**src/rtl/apb3_cmd_requester_if.sv**
```systemverilog
// Bundle of the command, response, APB3 and wait-counter signals of apb3_cmd_requester.
// The master modport is the requester's view; slave is the view of whatever drives it.
interface apb3_cmd_requester_if #(
  parameter int AddressWidth = 20,
  parameter int DataWidth    = 32,
  parameter int WaitCntWidth = 16
);
  logic                    cmd_valid;
  logic                    cmd_ready;
  logic                    cmd_write;
  logic [AddressWidth-1:0] cmd_addr;
  logic [DataWidth-1:0]    cmd_wdata;
  logic                    rsp_valid;
  logic                    rsp_ready;
  logic [DataWidth-1:0]    rsp_rdata;
  logic                    rsp_slverr;
  logic                    rsp_timeout;
  logic [AddressWidth-1:0] paddr;
  logic                    pselx;
  logic                    penable;
  logic                    pwrite;
  logic [DataWidth-1:0]    pwdata;
  logic                    pready;
  logic [DataWidth-1:0]    prdata;
  logic                    pslverr;
  logic [WaitCntWidth-1:0] wait_cycles;

  modport master (
    input  cmd_valid, cmd_write, cmd_addr, cmd_wdata, rsp_ready,
    input  pready, prdata, pslverr,
    output cmd_ready, rsp_valid, rsp_rdata, rsp_slverr, rsp_timeout,
    output paddr, pselx, penable, pwrite, pwdata, wait_cycles
  );

  modport slave (
    output cmd_valid, cmd_write, cmd_addr, cmd_wdata, rsp_ready,
    output pready, prdata, pslverr,
    input  cmd_ready, rsp_valid, rsp_rdata, rsp_slverr, rsp_timeout,
    input  paddr, pselx, penable, pwrite, pwdata, wait_cycles
  );
endinterface

```
**src/rtl/apb3_cmd_requester.sv**
```systemverilog
// APB3 requester: one transfer in flight, valid/ready command and response channels.
// Optional wait-state abort is enabled by defining APB3_REQ_TIMEOUT_EN.
module apb3_cmd_requester #(
  parameter int AddressWidth  = 20,
  parameter int DataWidth     = 32,
  parameter int WaitCntWidth  = 16,
  parameter int TimeoutCycles = 256
) (
  input  logic                 clk,
  input  logic                 rst_n,
  apb3_cmd_requester_if.master bus
);

  typedef enum logic [1:0] {
    IDLE   = 2'd0,
    SETUP  = 2'd1,
    ACCESS = 2'd2,
    RESP   = 2'd3
  } state_t;

  state_t                  state_q;
  logic [AddressWidth-1:0] paddr_q;
  logic [DataWidth-1:0]    pwdata_q;
  logic                    pwrite_q;
  logic                    psel_q;
  logic                    penable_q;
  logic                    rsp_valid_q;
  logic [DataWidth-1:0]    rsp_rdata_q;
  logic                    rsp_slverr_q;
  logic                    rsp_timeout_q;
  logic [WaitCntWidth-1:0] wait_q;

  always_ff @(posedge clk or negedge rst_n) begin
    if (!rst_n) begin
      state_q       <= IDLE;
      paddr_q       <= '0;
      pwdata_q      <= '0;
      pwrite_q      <= 1'b0;
      psel_q        <= 1'b0;
      penable_q     <= 1'b0;
      rsp_valid_q   <= 1'b0;
      rsp_rdata_q   <= '0;
      rsp_slverr_q  <= 1'b0;
      rsp_timeout_q <= 1'b0;
      wait_q        <= '0;
    end else begin
      case (state_q)
        IDLE: begin
          if (bus.cmd_valid) begin
            pwrite_q <= bus.cmd_write;
            paddr_q  <= bus.cmd_addr;
            pwdata_q <= bus.cmd_wdata;
            wait_q   <= '0;
            psel_q   <= 1'b1;
            state_q  <= SETUP;
          end
        end
        SETUP: begin
          penable_q <= 1'b1;
          state_q   <= ACCESS;
        end
        ACCESS: begin
          if (bus.pready) begin
            // Writes return zero so an undriven PRDATA never reaches the response.
            rsp_rdata_q   <= pwrite_q ? '0 : bus.prdata;
            rsp_slverr_q  <= bus.pslverr;
            rsp_timeout_q <= 1'b0;
            rsp_valid_q   <= 1'b1;
            psel_q        <= 1'b0;
            penable_q     <= 1'b0;
            state_q       <= RESP;
          end
`ifdef APB3_REQ_TIMEOUT_EN
          else if (wait_q == WaitCntWidth'(TimeoutCycles)) begin
            rsp_rdata_q   <= '0;
            rsp_slverr_q  <= 1'b1;
            rsp_timeout_q <= 1'b1;
            rsp_valid_q   <= 1'b1;
            psel_q        <= 1'b0;
            penable_q     <= 1'b0;
            state_q       <= RESP;
          end
`endif
          else if (wait_q != '1) begin
            wait_q <= wait_q + 1'b1;
          end
        end
        RESP: begin
          if (bus.rsp_ready) begin
            rsp_valid_q <= 1'b0;
            state_q     <= IDLE;
          end
        end
        default: state_q <= IDLE;
      endcase
    end
  end

  assign bus.cmd_ready   = (state_q == IDLE) && rst_n;
  assign bus.paddr       = paddr_q;
  assign bus.pwdata      = pwdata_q;
  assign bus.pwrite      = pwrite_q;
  assign bus.pselx       = psel_q;
  assign bus.penable     = penable_q;
  assign bus.rsp_valid   = rsp_valid_q;
  assign bus.rsp_rdata   = rsp_rdata_q;
  assign bus.rsp_slverr  = rsp_slverr_q;
  assign bus.wait_cycles = wait_q;
`ifdef APB3_REQ_TIMEOUT_EN
  assign bus.rsp_timeout = rsp_timeout_q;
`else
  // Without the abort path the timeout flag can never be set; keep the register unobserved.
  assign bus.rsp_timeout = 1'b0;
  logic unused_timeout;
  assign unused_timeout = rsp_timeout_q;
`endif

endmodule

```
**src/flat_wrapper.sv**
```systemverilog
// flat-port wrapper written by rule: the top's interface ports become plain ports
module apb3_cmd_requester_flat 
#(
  parameter int AddressWidth  = 20,
  parameter int DataWidth     = 32,
  parameter int WaitCntWidth  = 16,
  parameter int TimeoutCycles = 256
)
  (clk, rst_n, bus_cmd_valid, bus_cmd_write, bus_cmd_addr, bus_cmd_wdata, bus_rsp_ready, bus_pready, bus_prdata, bus_pslverr, bus_cmd_ready, bus_rsp_valid, bus_rsp_rdata, bus_rsp_slverr, bus_rsp_timeout, bus_paddr, bus_pselx, bus_penable, bus_pwrite, bus_pwdata, bus_wait_cycles);
  apb3_cmd_requester_if #(.AddressWidth(AddressWidth), .DataWidth(DataWidth), .WaitCntWidth(WaitCntWidth)) bus_i ();
  input  logic clk;
  input  logic rst_n;
  input wire logic [$bits(bus_i.cmd_valid)-1:0] bus_cmd_valid;
  input wire logic [$bits(bus_i.cmd_write)-1:0] bus_cmd_write;
  input wire logic [$bits(bus_i.cmd_addr)-1:0] bus_cmd_addr;
  input wire logic [$bits(bus_i.cmd_wdata)-1:0] bus_cmd_wdata;
  input wire logic [$bits(bus_i.rsp_ready)-1:0] bus_rsp_ready;
  input wire logic [$bits(bus_i.pready)-1:0] bus_pready;
  input wire logic [$bits(bus_i.prdata)-1:0] bus_prdata;
  input wire logic [$bits(bus_i.pslverr)-1:0] bus_pslverr;
  output wire logic [$bits(bus_i.cmd_ready)-1:0] bus_cmd_ready;
  output wire logic [$bits(bus_i.rsp_valid)-1:0] bus_rsp_valid;
  output wire logic [$bits(bus_i.rsp_rdata)-1:0] bus_rsp_rdata;
  output wire logic [$bits(bus_i.rsp_slverr)-1:0] bus_rsp_slverr;
  output wire logic [$bits(bus_i.rsp_timeout)-1:0] bus_rsp_timeout;
  output wire logic [$bits(bus_i.paddr)-1:0] bus_paddr;
  output wire logic [$bits(bus_i.pselx)-1:0] bus_pselx;
  output wire logic [$bits(bus_i.penable)-1:0] bus_penable;
  output wire logic [$bits(bus_i.pwrite)-1:0] bus_pwrite;
  output wire logic [$bits(bus_i.pwdata)-1:0] bus_pwdata;
  output wire logic [$bits(bus_i.wait_cycles)-1:0] bus_wait_cycles;
  assign bus_i.cmd_valid = bus_cmd_valid;
  assign bus_i.cmd_write = bus_cmd_write;
  assign bus_i.cmd_addr = bus_cmd_addr;
  assign bus_i.cmd_wdata = bus_cmd_wdata;
  assign bus_i.rsp_ready = bus_rsp_ready;
  assign bus_i.pready = bus_pready;
  assign bus_i.prdata = bus_prdata;
  assign bus_i.pslverr = bus_pslverr;
  assign bus_cmd_ready = bus_i.cmd_ready;
  assign bus_rsp_valid = bus_i.rsp_valid;
  assign bus_rsp_rdata = bus_i.rsp_rdata;
  assign bus_rsp_slverr = bus_i.rsp_slverr;
  assign bus_rsp_timeout = bus_i.rsp_timeout;
  assign bus_paddr = bus_i.paddr;
  assign bus_pselx = bus_i.pselx;
  assign bus_penable = bus_i.penable;
  assign bus_pwrite = bus_i.pwrite;
  assign bus_pwdata = bus_i.pwdata;
  assign bus_wait_cycles = bus_i.wait_cycles;
  apb3_cmd_requester #(.AddressWidth(AddressWidth), .DataWidth(DataWidth), .WaitCntWidth(WaitCntWidth), .TimeoutCycles(TimeoutCycles)) u_core (.clk(clk), .rst_n(rst_n), .bus(bus_i));
endmodule
```
**config.mk**
```make
export PLATFORM = sky130hd
export DESIGN_NAME = apb3_cmd_requester_flat
export DESIGN_NICKNAME = d
export VERILOG_FILES = /design/src/rtl/apb3_cmd_requester_if.sv /design/src/rtl/apb3_cmd_requester.sv /design/src/flat_wrapper.sv
export SDC_FILE = /design/constraint.sdc
export NUM_CORES = 1
export LEC_CHECK = 0
export CORE_MARGIN = 2
export CORE_UTILIZATION = 35
export CTS_CLUSTER_DIAMETER = 40
export CTS_CLUSTER_SIZE = 24
export DETAILED_ROUTE_END_ITERATION = 12
export GPL_ROUTABILITY_DRIVEN = 0
export PLACE_DENSITY = 0.71
export SLEW_MARGIN = 10
export SYNTH_ARGS = -nofsm -noshare
export SYNTH_HDL_FRONTEND = slang
export SYNTH_SLANG_ARGS = --single-unit
```
**constraint.sdc**
```tcl
create_clock -name clk -period 1.9 [get_ports clk]
set_input_delay 0.38 -clock clk [delete_from_list [all_inputs] [get_ports clk]]
set_output_delay 0.38 -clock clk [all_outputs]
set_load 0.02 [all_outputs]
```
==> flow_metrics.tcl, run 1 <==
set metrics [dict create \
    use_met2_pct 28.3 \
    diodes 0 \
    internal_power_mw 7.77 \
    ant_nets 0 \
    slowest_stage "dfrtp_1" \
    dieArea_sq_um 14400 \
    yosysWarningCount 0 \
    viasPerCell 4.76 \
    core.rowCount 42 \
    final_common_cell "clkdlybuf4s50_1" \
    hold_violations 0 \
    use_met3_pct 3.85 \
    remaining_drc_errors 0 \
    root_buffer "clkbuf_16" \
    finalMaxSlewViolations 0 \
    critPathLaunchType "register" \
    gr-total-overflow 0 \
    min_period_over_period_pct 97.2 \
    syn_avg_cell_area_sq_um 11.7 \
    ys_types 50 \
    maxCapViolations 0 \
    total_power_mw 12.2 \
    ctsHoldBuffers 0 \
    grt_use_met1_pct 21.7 \
    htreeDepth 3 \
    cts_inserted_buffers 9 \
    grt_pass1_wl_um 19500 \
    cts_tree "built" \
    tightest_slew_ns 0.570 \
    setup_violations 0 \
    io_buffers 196 \
    period_needed_ns 1.85 \
    worst-path-buf-inv 3 \
    die_x_um 120 \
    slowest_delay_ns 0.42 \
    arrival_ns 2.08 \
    fin_nets 726 \
    clk_latency_ns 0.35 \
    syn_inst 403 \
    synthFlopType "dfrtp_1" \
    synth-seq-area-share_pct 56.9 \
    grt_pass1_vias 3936 \
    sequentialPowerShare_pct 31.5 \
    hp-class "in -> async" \
    critPathMaxFanout 6 \
    switching_share_pct 36.3 \
    combPwrFrac_pct 52.0 \
    vias 3863 \
    wl_um 12300 \
    switchingPower_mw 4.42 \
    busiest_layer "met2" \
    drive_gt1_share_pct 20.6 \
    fmax_mhz 542 \
    synth-seq-cells 107 \
    die_h_um 120 \
    synth_edf_count 0 \
    p_leak_nw 3.25 \
    rsz0062_at_grt "yes" \
    end_kind "register" \
    crit_chain "inv_2 > ha_2 > buf_6 > mux2i_4 > buf_6 > nor2_1 > mux2_2 > a22o_1" \
    area_growth_syn_to_layout_pct 59.7 \
    grt_max_degree 108 \
    slew_headroom_pct 62.0 \
    first_iter_violations 165 \
    dp_hpwl_um 9050 \
    core_sq_um 13200 \
    syn_nets 499 \
    pwr-share-clk_pct 16.5 \
    start_util_pct 35.6 \
    first_pass_iters 4 \
    cts_buffer_depth 2 \
    clk_pin_slew_ns 0.07 \
    final_cells 811 \
    cp_top_family "multiplexers" \
    worstSetupPathType "reg -> reg" \
    syn_area_sq_um 4700 \
    run_status "finished, final reports clean" \
    antenna_found_initial 0 \
    skew_ns 0.00703 \
    grt.total_usage_pct 17.1 \
    io_pins 198 \
    clock_sinks 107 \
    cp_common_cell "buf_6" \
    async_flop_share_pct 100 \
    vdd_drop_max_mv 1.11 \
    post_drt_wl_per_cell_um 15.2 \
    cp.required_ns 2.14 \
    pwr_density_cell_nw_per_um2 1620 \
    final_cell_mix "clkdlybuf4s50_1, dfrtp_1, mux2_2" \
    dp_cells 791 \
]
==> worst register-to-register path: stages, from the launching register on <==
cell	delay (ns)
dfrtp_1	0.42
inv_2	0.08
ha_2	0.18
buf_6	0.13
mux2i_4	0.26
buf_6	0.16
nor2_1	0.04
mux2_2	0.25
a22o_1	0.23
==> per-layer routing <==
layer | vias to the layer above | wire [um]
met1 | 1862 | 5180
met4 | 0 | 239
li1 | 1857 | -
met5 | - | 0
met2 | 127 | 6160
met3 | 17 | 732
==> sequential cells by signal, indices dropped and copies added (netlist names) <==
name / count
u_core.bus.pwdata: 32
u_core.bus.rsp_valid: 1
u_core.bus.paddr: 20
u_core.state_q: 2
u_core.bus.pwrite: 1
u_core.bus.rsp_slverr: 1
u_core.bus.penable: 1
u_core.bus.wait_cycles: 16
u_core.bus.rsp_rdata: 32
u_core.bus.pselx: 1
==> cells in the mapped netlist (5+ instances only) <==
cell | count | area (sq um)
buf_2 | 8 | 40.0
clkbuf_1 | 13 | 48.8
dfrtp_1 | 107 | 2680
ha_1 | 5 | 62.6
inv_1 | 8 | 30.0
mux2_2 | 59 | 664
nand2_1 | 47 | 176
nand2b_1 | 34 | 213
nand3_1 | 5 | 25.0
nor2_1 | 6 | 22.5
nor3_1 | 5 | 25.0
o21ai_0 | 38 | 190
==> path summary, 6_finish.rpt <==
kind	to	slack (ns)	cells after the start	from
hold reg to reg	u_core.bus.rsp_rdata[30]	0.48	2	u_core.bus.rsp_rdata[30]
max in group asynchronous	u_core.bus.rsp_slverr	1.34	2	rst_n
min in group clk	u_core.bus.rsp_rdata[30]	0.48	2	u_core.bus.rsp_rdata[30]
setup / recovery	u_core.bus.wait_cycles[13]	0.05	8	u_core.state_q[1]
setup reg to reg	u_core.bus.wait_cycles[13]	0.05	8	u_core.state_q[1]
hold / removal	u_core.bus.rsp_rdata[28]	0.13	2	rst_n
==> power groups by stage <==
stage	sequential [mW]	combinational, mW	clock, mW
after floorplan	5.13	1.93	0
after global placement	3.82	6.14	0
after detailed placement	3.89	6.22	0
after CTS	3.85	6.24	2.07
after global routing	3.98	6.78	2.16
final	3.84	6.34	2.01
==> metrics by stage <==
step	worst slack, ns	utilization [%]	hold WS (ns)	setup TNS [ns]	cell area (sq um)
2_1_floorplan	0.0161	-	0.0844	0	4700
3_3_place_gp	-0.125	53.9	0.463	-0.566	7110
3_5_place_dp	-0.177	53.9	0.471	-0.977	7110
4_1_cts	0.00838	56.3	0.170	0	7430
5_1_grt	-0.0329	56.9	0.177	-0.0403	7510
6_report	0.0536	56.9	0.127	0	7510
==> what timing repair did <==
item,4_1_cts,5_1_grt
gates cloned,0,1
gates resized for setup,3,14
setup buffers,0,3
setup endpoints to repair,2,21
==> cells by family (layout without fill, tap and decap cells) <==
| group | Yosys count | in the layout | share of synthesized area [%] |
|---|---|---|---|
| flops | 107 | 107 | 56.9 |
| other cells | 1 | 1 | 0.0798 |
| buf+inv | 32 | 264 | 3.01 |
| mux | 63 | 63 | 15.0 |
| simple gates | 128 | 128 | 14.7 |
| fa+ha+maj | 5 | 5 | 1.33 |
| compound gates | 67 | 67 | 8.99 |
==> final cells by class <==
| cell class | count | area, sq um |
|---|---|---|
| fillers | 1110 | 5680 |
| clock inverters | 4 | 73.8 |
| multi-input cells | 264 | 1920 |
| inverters | 8 | 30.0 |
| well taps | 176 | 220 |
| clock buffers | 12 | 246 |
| repair buffers | 240 | 2340 |
| flip-flops and latches | 107 | 2680 |
Note: power is estimated with default switching activity, not from simulation.
==> run 2: changes to the inputs <==
- SKIP_CTS_REPAIR_TIMING: not set -> 1
==> flow_metrics.tcl, run 2 (same netlist as run 1, synthesis figures left out) <==
set metrics [dict create \
    vdd_drop_max_mv 1.11 \
    crit_chain "inv_2 > ha_2 > buf_6 > mux2i_4 > buf_6 > nor2_1 > mux2_2 > a22o_1" \
    wl_um 12300 \
    dp_slack_ns -0.177 \
    switchingPower_mw 4.42 \
    cts_tree "built" \
    grt_pass1_vias 3936 \
    io_buffers 196 \
    slew_headroom_pct 62.0 \
    dp_cells 791 \
    hold_violations 0 \
    arrival_ns 2.08 \
    pwr_density_cell_nw_per_um2 1620 \
    vias 3861 \
    p_leak_nw 3.28 \
    die_h_um 120 \
    cp_common_cell "buf_6" \
    dp_hpwl_um 9050 \
    cp_top_family "multiplexers" \
    worst-path-buf-inv 3 \
    htreeDepth 3 \
    worstSetupPathType "reg -> reg" \
    rsz0062_at_grt "yes" \
    ant_nets 0 \
    dieArea_sq_um 14400 \
    antenna_found_initial 0 \
    viasPerCell 4.76 \
    internal_power_mw 7.77 \
    final_common_cell "clkdlybuf4s50_1" \
    area_growth_syn_to_layout_pct 59.9 \
    die_x_um 120 \
    r2r_start "u_core.state_q[1]" \
    fin_ws_ns 0.0537 \
    total_power_mw 12.2 \
    root_buffer "clkbuf_16" \
    post_dp_cell_area_sq_um 7110 \
    skew_ns 0.00703 \
    critPathLaunchType "register" \
    first_pass_iters 4 \
    fmax_mhz 542 \
    end_kind "register" \
    reg2reg_to "u_core.bus.wait_cycles[13]" \
    diodes 0 \
    postLayoutCellArea_sq_um 7520 \
    slowest_stage "dfrtp_1" \
    io_pins 198 \
    r2r_cells 8 \
    multi_input_area_sq_um 1920 \
    core_sq_um 13200 \
    grt_max_degree 108 \
    sequentialPowerShare_pct 31.5 \
    fin_nets 726 \
    cts_inserted_buffers 9 \
    grt_pass1_wl_um 19500 \
    fill_cells 1107 \
    first_iter_violations 165 \
    setup_violations 0 \
    hp-class "in -> async" \
    slowest_delay_ns 0.42 \
    core.rowCount 42 \
    final_cell_mix "clkdlybuf4s50_1, dfrtp_1, mux2_2" \
    grt.total_usage_pct 17.1 \
    combPwrFrac_pct 52.0 \
    pwr-share-clk_pct 16.5 \
    start_util_pct 35.6 \
    maxCapViolations 0 \
    clk_latency_ns 0.35 \
    finalMaxSlewViolations 0 \
    clock_sinks 107 \
    clk_pin_slew_ns 0.07 \
    drive_gt1_share_pct 20.5 \
    switching_share_pct 36.2 \
    min_period_over_period_pct 97.2 \
    cp.required_ns 2.14 \
    ff2ff_setup_slack_ns 0.05 \
    period_needed_ns 1.85 \
    remaining_drc_errors 0 \
    gr-total-overflow 0 \
    tightest_slew_ns 0.570 \
    seqCellArea_sq_um 2680 \
    run_status "finished, final reports clean" \
    final_cells 811 \
    critPathMaxFanout 6 \
    post_drt_wl_per_cell_um 15.2 \
    cts_buffer_depth 2 \
]
[run 2: metal layers]
layer  vias to the layer above  wire length, um  global-route usage [%]
met3                        17              733                    3.85
met5                         -                0                       0
met4                         0              239                    6.76
li1                       1857                -                       -
met1                      1860             5180                    21.7
met2                       127             6160                    28.3
[run 2: worst max path at each step]
stage	start	to	slack, ns	cells past startpoint
floorplan	u_core.state_q[0]	u_core.bus.wait_cycles[7]	0.02	8
CTS	u_core.state_q[1]	bus_cmd_ready	-0.28	4
global placement	bus_pready	u_core.bus.wait_cycles[13]	-0.12	5
global route	u_core.state_q[0]	u_core.bus.wait_cycles[13]	-0.03	8
finish	u_core.state_q[1]	u_core.bus.wait_cycles[13]	0.05	8
detailed placement	bus_pready	u_core.bus.wait_cycles[10]	-0.18	5
[run 2: worst register-to-register path, stage by stage, from the launching register on]
cell     delay, ns
dfrtp_1       0.42
inv_2         0.08
ha_2          0.18
buf_6         0.13
mux2i_4       0.26
buf_6         0.16
nor2_1        0.04
mux2_2        0.25
a22o_1        0.23
[run 2: per-stage QoR]
step | util, % | setup TNS [ns] | hold WS, ns
detailed placement | 53.9 | -0.977 | 0.471
global placement | 53.9 | -0.566 | 0.463
floorplan | - | 0 | 0.0844
CTS | 56.4 | -0.297 | 0.170
global route | 57.0 | -0.0403 | 0.177
finish | 57.0 | 0 | 0.126
[run 2: final cells by class]
class	instances	share of cell area [%]
Inverter	8	0.399
Multi-Input combinational cell	264	25.5
Timing Repair Buffer	240	31.3
Sequential cell	107	35.6
Tap cell	176	2.93
Clock buffer	12	3.28
Clock inverter	4	0.982
[run 2: power by group through the flow]
stage | Combinational [mW] | Sequential [mW] | Clock, mW
after floorplan | 1.93 | 5.13 | 0
after global placement | 6.14 | 3.82 | 0
after detailed placement | 6.22 | 3.89 | 0
after CTS | 6.25 | 3.85 | 2.07
after global routing | 6.79 | 3.98 | 2.16
final | 6.34 | 3.84 | 2.01
==> run 3: changes to the inputs <==
- CORE_UTILIZATION: 35 -> 39
- GPL_ROUTABILITY_DRIVEN: 0 -> not set
- PLACE_DENSITY: 0.71 -> 0.77
==> flow_metrics.tcl, run 3 (same netlist as run 1, synthesis figures left out) <==
set metrics [dict create \
    run_status "finished, final reports clean" \
    grt.total_usage_pct 19.5 \
    clk_pin_slew_ns 0.07 \
    final.setup.tns_ns 0 \
    clock_sinks 107 \
    p_leak_nw 3.23 \
    slew_headroom_pct 63.1 \
    drive_gt1_share_pct 20.0 \
    slowest_stage "clkdlybuf4s50_1" \
    tightest_slew_ns 0.553 \
    hold_violations 0 \
    io_buffers 196 \
    core.rowCount 40 \
    post_drt_wl_per_cell_um 16.1 \
    vdd_drop_max_mv 1.22 \
    maxCapViolations 0 \
    cts_inserted_buffers 9 \
    finalMaxSlewViolations 0 \
    slowest_delay_ns 0.65 \
    die_h_um 114 \
    grt_max_degree 108 \
    cp_top_family "buffers and inverters" \
    fin_nets 720 \
    area_growth_syn_to_layout_pct 57.6 \
    worstSetupStartpoint "u_core.bus.wait_cycles[14]" \
    setup_violations 0 \
    arrival_ns 1.45 \
    reg2reg_to "u_core.bus.wait_cycles[14]" \
    first_iter_violations 191 \
    critPathLaunchType "register" \
    hold_ws_ns 0.131 \
    gr-total-overflow 0 \
    grt_pass1_wl_um 20100 \
    final_common_cell "clkdlybuf4s50_1" \
    period_needed_ns 1.83 \
    gp_congestion 0.817 \
    htreeDepth 3 \
    r2r_cells 4 \
    post_dp_cell_area_sq_um 7030 \
    grt_pass1_vias 4029 \
    dp_slack_ns -0.189 \
    pwr_density_cell_nw_per_um2 1650 \
    worstSetupPathType "reg -> out" \
    dp_hpwl_um 9130 \
    core_sq_um 11900 \
    worst-path-buf-inv 1 \
    fmax_mhz 545 \
    viasPerCell 5.05 \
    ant_nets 0 \
    clk_latency_ns 0.35 \
    remaining_drc_errors 0 \
    wl_um 12500 \
    cp.required_ns 1.52 \
    cts_tree "built" \
    start_util_pct 39.5 \
    rsz0062_at_grt "no" \
    fin_ws_ns 0.0668 \
    postLayoutCellArea_sq_um 7410 \
    dieArea_sq_um 13000 \
    total_power_mw 12.2 \
    cp.depth 1 \
    worstSetupEndpoint "bus_wait_cycles[14]" \
    r2r_start "u_core.bus.wait_cycles[2]" \
    hp-class "in -> async" \
    min_period_over_period_pct 96.5 \
    io_pins 198 \
    cts_buffer_depth 2 \
    final_cell_mix "clkdlybuf4s50_1, dfrtp_1, mux2_2" \
    ff2ff_setup_slack_ns 0.11 \
    crit_chain "clkdlybuf4s50_1" \
    diodes 0 \
    die_x_um 114 \
    antenna_found_initial 1 \
    vias 3922 \
    end_kind "primary output" \
    skew_ns 0.00694 \
    first_pass_iters 4 \
    critPathMaxFanout 7 \
    root_buffer "clkbuf_16" \
]
## run 3: cell types whose count changed in the layout (fill, tap and decap cells not counted), sizes merged
cell | before | now
buf | 44 | 39
clkbuf | 12 | 11
clkdlybuf4s15 | 1 | 0
clkinv | 2 | 3
clkinvlp | 0 | 1
dlymetal6s2s | 4 | 3
## run 3: worst min path at each step
stage	startpoint	to	slack, ns	cells after the start
3_5_place_dp	u_core.bus.rsp_rdata[10]	u_core.bus.rsp_rdata[10]	0.47	2
2_1_floorplan	rst_n	u_core.bus.paddr[0]	0.08	0
3_3_place_gp	u_core.bus.rsp_rdata[26]	u_core.bus.rsp_rdata[26]	0.46	2
5_1_grt	rst_n	u_core.state_q[1]	0.18	2
4_1_cts	rst_n	u_core.bus.pwdata[31]	0.15	2
6_report	rst_n	u_core.bus.wait_cycles[1]	0.13	2
## run 3: cell type report
type | instances | area [sq um]
clock buffers | 10 | 229
clock inverters | 6 | 90.1
fillers | 968 | 4500
inverters | 8 | 30.0
multi-input cells | 264 | 1910
flip-flops and latches | 107 | 2680
well taps | 147 | 184
repair buffers | 234 | 2280
## run 3: layer usage
| metal | global-route usage (%) | wire, um |
|---|---|---|
| met1 | 25.1 | 5230 |
| met5 | 0 | 13 |
| met2 | 31.9 | 6150 |
| met4 | 7.80 | 268 |
| met3 | 4.57 | 828 |
## run 3: power breakdown
group	switching (mW)	leakage [nW]	internal, mW	total, mW
logic	3.05	1.75	3.28	6.33
clock network	0.840	0.153	1.16	2.00
registers	0.572	1.33	3.30	3.88
total	4.47	3.23	7.74	12.2
## run 3: through the flow
stage	util (%)	std cells
4_1_cts	61.7	772
5_1_grt	62.2	776
6_report	62.2	776
2_1_floorplan	-	403
3_3_place_gp	59.0	756
3_5_place_dp	59.0	756
